**src/rtl/imem_sync.sv**
```systemverilog
// imem_sync: clocked instruction memory with a fetch handshake and a run-time load port.
//
// Stores DEPTH words of DW bits. A fetch accepted at clock edge N is looked up at edge N+1.
// The word then appears on out_o with a one-cycle out_valid_o pulse. Loads have strict
// priority, so fetch_ready_o drops while ld_en_i is high or during reset.
//
// Optional build macro: IMEM_BOOT_PROG_EN. When it is defined, reset also writes the boot
// program into words 0..8 and clears every other word. This build requires DW == 8 and
// DEPTH >= 9.
//
// Ports:
//   clk_i          rising-edge clock
//   rst_i          synchronous, active-high reset
//   fetch_req_i    fetch request for the word at fetch_ad_i
//   fetch_ad_i     fetch address (AW bits)
//   fetch_ready_o  a fetch is accepted when fetch_req_i && fetch_ready_o
//   out_o          fetched word; holds its value between fetches
//   out_valid_o    one-cycle pulse when out_o carries a new word
//   fault_o        pulses with out_valid_o when the fetch address was >= DEPTH
//   ld_en_i        write ld_data_i to ld_ad_i at this edge
//   ld_ad_i        load address (AW bits)
//   ld_data_i      load data (DW bits)
//   ld_err_o       one-cycle pulse on the cycle after a load with ld_ad_i >= DEPTH
//   fetch_cnt_o    saturating count of accepted fetches; cleared only by reset
module imem_sync #(
  parameter int unsigned DW    = 8,
  parameter int unsigned AW    = 8,
  parameter int unsigned DEPTH = 32
) (
  input  logic          clk_i,
  input  logic          rst_i,
  input  logic          fetch_req_i,
  input  logic [AW-1:0] fetch_ad_i,
  output logic          fetch_ready_o,
  output logic [DW-1:0] out_o,
  output logic          out_valid_o,
  output logic          fault_o,
  input  logic          ld_en_i,
  input  logic [AW-1:0] ld_ad_i,
  input  logic [DW-1:0] ld_data_i,
  output logic          ld_err_o,
  output logic [15:0]   fetch_cnt_o
);

  localparam int unsigned IW     = (DEPTH > 1) ? $clog2(DEPTH) : 1;
  // DEPTH may equal 2**AW, so the range compares need one extra bit.
  localparam logic [AW:0] DepthW = (AW + 1)'(DEPTH);

  if (DEPTH > (1 << AW)) begin : g_depth_chk
    $error("imem_sync: DEPTH must not exceed 2**AW");
  end

  typedef enum logic [0:0] {StIdle, StResp} state_e;

  state_e          state_q, state_d;
  logic [DW-1:0]   mem_q [DEPTH];
  logic [IW-1:0]   addr_q, addr_d;
  logic            oor_q, oor_d;
  logic [DW-1:0]   out_q, out_d;
  logic            out_valid_q, out_valid_d;
  logic            fault_q, fault_d;
  logic            ld_err_q, ld_err_d;
  logic [15:0]     cnt_q, cnt_d;

  logic            fetch_acc;
  logic            fetch_in_range;
  logic            ld_in_range;
  logic            ld_wr;
  logic            rd_en;

  assign fetch_ready_o  = !ld_en_i && !rst_i;
  assign fetch_acc      = fetch_req_i && fetch_ready_o;
  assign fetch_in_range = {1'b0, fetch_ad_i} < DepthW;
  assign ld_in_range    = {1'b0, ld_ad_i} < DepthW;
  assign ld_wr          = ld_en_i && ld_in_range;

  // FSM: state register
  always_ff @(posedge clk_i) begin
    if (rst_i) begin
      state_q <= StIdle;
    end else begin
      state_q <= state_d;
    end
  end

  // FSM: next state. IDLE and RESP both move to RESP on an accepted fetch and to IDLE otherwise.
  always_comb begin
    state_d = StIdle;
    if (fetch_acc) begin
      state_d = StResp;
    end
  end

  // FSM: outputs
  always_comb begin
    rd_en = 1'b0;
    unique case (state_q)
      StResp:  rd_en = 1'b1;
      default: rd_en = 1'b0;
    endcase
  end

  // Datapath next-state values
  always_comb begin
    addr_d      = addr_q;
    oor_d       = oor_q;
    out_d       = out_q;
    out_valid_d = 1'b0;
    fault_d     = 1'b0;
    cnt_d       = cnt_q;
    ld_err_d    = ld_en_i && !ld_in_range;
    if (fetch_acc) begin
      addr_d = fetch_ad_i[IW-1:0];
      oor_d  = !fetch_in_range;
      if (cnt_q != 16'hFFFF) begin
        cnt_d = cnt_q + 16'd1;
      end
    end
    if (rd_en) begin
      out_valid_d = 1'b1;
      fault_d     = oor_q;
      // An out-of-range fetch returns zero without reading the memory array.
      out_d       = oor_q ? '0 : mem_q[addr_q];
    end
  end

  always_ff @(posedge clk_i) begin
    if (rst_i) begin
      addr_q      <= '0;
      oor_q       <= 1'b0;
      out_q       <= '0;
      out_valid_q <= 1'b0;
      fault_q     <= 1'b0;
      ld_err_q    <= 1'b0;
      cnt_q       <= '0;
    end else begin
      addr_q      <= addr_d;
      oor_q       <= oor_d;
      out_q       <= out_d;
      out_valid_q <= out_valid_d;
      fault_q     <= fault_d;
      ld_err_q    <= ld_err_d;
      cnt_q       <= cnt_d;
    end
  end

`ifdef IMEM_BOOT_PROG_EN
  if (DW != 8 || DEPTH < 9) begin : g_boot_chk
    $error("imem_sync: IMEM_BOOT_PROG_EN requires DW == 8 and DEPTH >= 9");
  end

  // Opcode encodings used by the control unit: 3-bit opcode plus 5-bit operand.
  // Long instructions carry their sub-opcode in the operand field.
  localparam logic [2:0] CuLda       = 3'b001;
  localparam logic [2:0] CuAdd       = 3'b010;
  localparam logic [2:0] CuSta       = 3'b011;
  localparam logic [2:0] CuBan       = 3'b100;
  localparam logic [2:0] CuJmp       = 3'b101;
  localparam logic [2:0] CuLongBegin = 3'b111;
  localparam logic [4:0] CuCla       = 5'b00001;
  localparam logic [4:0] CuCsl       = 5'b00010;
  localparam logic [4:0] CuShr       = 5'b00011;
  localparam logic [4:0] CuStop      = 5'b11111;

  function automatic logic [7:0] boot_word(input int unsigned idx);
    logic [7:0] w;
    case (idx)
      0:       w = {CuLda, 5'b00001};
      1:       w = {CuLongBegin, CuCsl};
      2:       w = {CuLongBegin, CuShr};
      3:       w = {CuAdd, 5'b00010};
      4:       w = {CuSta, 5'b00001};
      5:       w = {CuBan, 5'b00001};
      6:       w = {CuJmp, 5'b01000};
      7:       w = {CuLongBegin, CuCla};
      8:       w = {CuLongBegin, CuStop};
      default: w = 8'h00;
    endcase
    return w;
  endfunction

  always_ff @(posedge clk_i) begin
    if (rst_i) begin
      for (int unsigned i = 0; i < DEPTH; i++) begin
        mem_q[i] <= DW'(boot_word(i));
      end
    end else if (ld_wr) begin
      mem_q[ld_ad_i[IW-1:0]] <= ld_data_i;
    end
  end
`else
  // Contents survive reset; the program must be loaded before fetching.
  always_ff @(posedge clk_i) begin
    if (ld_wr) begin
      mem_q[ld_ad_i[IW-1:0]] <= ld_data_i;
    end
  end
`endif

  assign out_o       = out_q;
  assign out_valid_o = out_valid_q;
  assign fault_o     = fault_q;
  assign ld_err_o    = ld_err_q;
  assign fetch_cnt_o = cnt_q;

endmodule

```
**config.mk**
```make
export PLATFORM = sky130hd
export DESIGN_NAME = imem_sync
export DESIGN_NICKNAME = d
export VERILOG_FILES = /design/src/rtl/imem_sync.sv
export SDC_FILE = /design/constraint.sdc
export NUM_CORES = 1
export LEC_CHECK = 0
export BUFFER_PORTS_ARGS = -buffer_cell sky130_fd_sc_hd__buf_2
export CORE_ASPECT_RATIO = 1.75
export CORE_UTILIZATION = 65
export DETAILED_ROUTE_END_ITERATION = 6
export PLACE_DENSITY = 0.9
export SLEW_MARGIN = 15
export SYNTH_ARGS = -nofsm -noshare
export SYNTH_HDL_FRONTEND = slang
export SYNTH_SLANG_ARGS = --single-unit
```
**constraint.sdc**
```tcl
create_clock -name clk_i -period 3.3 [get_ports clk_i]
set_clock_uncertainty 0.2 [all_clocks]
set_input_delay 0.33 -clock clk_i [delete_from_list [all_inputs] [get_ports clk_i]]
set_output_delay 0.33 -clock clk_i [all_outputs]
set_load 0.05 [all_outputs]
```
==> out/results.ini <==
[setup_path]
critPathRequiredTime_ns=3.47
path_cells=buf_4 > mux4_2 > nor2b_1 > a2111oi_0 > nor4_1
worst_ep_arrival_time_ns=3.29
worst_path_largest_cell_delay_ns=0.75
endpoint_kind=register
crit_slowest_cell=dfxtp_2
worst_setup_path_start_kind=register
cp_max_fo=21
crit_type=register to register

[placement]
dp.final_hpwl_um=17700
io_buffers=55
place.gp.congestion=1.00
post-place-ws_ns=0.385

[global_route]
grt-ovfl-total=0
track_usage=0.315
grt_max_degree=70
grt_antenna_before_repair=0
grt_pass1_wl_um=40600
grt_pass1_vias=6918

[logic_synthesis]
syn_area_per_cell_um2=17.2
synth_seq_cells=295
synth_area_leaders=edfxtp_1 (66%), mux4_2 (7.7%), dfxtp_1 (6.7%), mux2i_1 (4.4%), nor2b_1 (1.2%)
async_reset_ff_frac=0
synth.top_cell.area_share=0.660
ys_warn_count=0
synth_most_common_cell=edfxtp_1
synth_edf_count=256
yosysTopAreaCell=edfxtp_1
synth_nets=705
synth_cell_types=49
synth_common_cells=edfxtp_1 (256), mux2i_1 (51), mux4_2 (40)
synth-seq-area-share=0.727
syn_inst=676
synth_ff_type=edfxtp_1
synthesis.area_um2=11600

[clock_tree]
cts_root_buffer=clkbuf_16
clock-sinks=295
clock_latency_ns=0.52
cts_resized=0
clkSlewWorstSetupHoldPaths_ns=0.07
cts_max_path_buffers=3
cts_tree=done
postCtsSetupBuffers=0
cts_inserted_buffers=25
ctsHoldBuffers=9
htreeDepth=1

[job]
maxCapViolations=0

[pwr]
vdd_drop_max_v=0.000452
switching_share=0.209
power_frac_clock=0.373
p_int_mw=5.63
power_density_nw_per_um2=542
seqPwrFrac=0.575
power_mw=7.12
p_leak_nw=4.18
pwr-share-comb=0.052
p_sw_mw=1.49

[sta]
slew_viol_final=0
setup_slack_ns=0.182
period_needed_ns=3.12
fmax_mhz=321
finalCritPeriodShare=0.945
hold_viol_final=0
setup_tns_ns=0
worst_pin_slew_ns=0.933
setup_viol=0
hold_ws_ns=0.0321
relSlewSlack=0.362
rsz0062_at_grt=false

[floorplan]
die-width_um=103
io_pins=56
num_rows=64
dieArea_um2=18500
initial_utilization=0.664
die_h_um=179
core_um2=17500

[final_layout]
num-nets-final=798
area_growth_pct=12.7
diodes=0
layout-drive-gt1-share=0.223
fill_cells=930

[detailed_routing]
ant_nets=0
drc=0
drt-pass1-iter-count=7
vias_per_cell=6.94
wirelength_um=27900
wire_per_inst_um=27.5
dr.first_iter.drc_count=820
num_vias=7046

[min_path]
worst_hold_path_type=input port to register

[status]
status=completed

## sequential cells by signal (all words and copies together) (netlist names), named ones only
signal	cells
fetch_cnt_o	16
fault_o	1
mem_q	256
oor_q	1
out_o	8
state_q	1
ld_err_o	1
addr_q	5
out_valid_o	1
## final timing paths
path | slack, ns | startpoint | cells past startpoint | to
max | 0.18 | register | 5 | out_o[4]$_SDFFE_PP0P_
min | 0.03 | rst_i | 2 | fetch_cnt_o[1]$_SDFFE_PP0P_
max reg2reg | 0.18 | register | 5 | out_o[4]$_SDFFE_PP0P_
min reg2reg | 0.29 | addr_q[4]$_SDFFE_PP0P_ | 2 | addr_q[4]$_SDFFE_PP0P_
## worst max-delay path, delay by kind of cell, from the launching register on
kind / cells / cell delay [ns]
flops: 1 / 0.75
compound gates: 1 / 0.69
mux: 1 / 0.55
buf+inv: 1 / 0.47
simple gates: 2 / 0.29
## through the flow
| step | cell area (µm²) | std cells | util |
|---|---|---|---|
| 3_5_place_dp | 12300 | 964 | 0.703 |
| 2_1_floorplan | 11600 | 676 | - |
| 6_report | 13100 | 1015 | 0.749 |
| 3_3_place_gp | 12300 | 964 | 0.703 |
| 4_1_cts | 13100 | 1015 | 0.749 |
| 5_1_grt | 13100 | 1015 | 0.749 |
## power groups by stage
stage / combinational (mW) / clock, mW / sequential (mW)
4_1_cts: 0.364 / 2.67 / 4.09
3_3_place_gp: 0.335 / 0 / 4.17
2_1_floorplan: 0.201 / 0 / 4.18
6_report: 0.370 / 2.66 / 4.09
3_5_place_dp: 0.350 / 0 / 4.17
5_1_grt: 0.387 / 2.80 / 4.09
## metal layers
| metal | track usage | wire length [µm] | up-vias |
|---|---|---|---|
| met5 | 0 | 0 | - |
| met4 | 0.219 | 2250 | 0 |
| met3 | 0.0491 | 2450 | 128 |
| met2 | 0.533 | 14200 | 543 |
| met1 | 0.362 | 9020 | 3455 |
| li1 | - | - | 2920 |
## final cells by class
type	instances	area (µm²)	share of cell area
clock buffer	35	683	0.0520
clock inverter	7	31.3	0.00238
inverter	2	12.5	0.000953
multi-input combinational	346	3000	0.229
sequential	295	8470	0.645
tap	231	289	0.0220
timing repair buffer	99	641	0.0488
## cells by family after synthesis
family | share of synthesized area
AOI/OAI and AO/OA | 0.0561
adders and majority gates | 0.00107
buffers and inverters | 0.0155
DFF | 0.727
muxes | 0.126
and+or+nand+nor | 0.0743
## cells in the final DEF, fill, tap and decap left out, types with 19 or more instances in the layout
cell type and n:
buf_4 34, dfxtp_1 37, o21ai_0 19, nor2_1 38
mux4_2 40, clkbuf_16 25, mux2i_1 51, nor2b_1 23
buf_2 55, edfxtp_1 256
(Power assumes the default switching activity.)
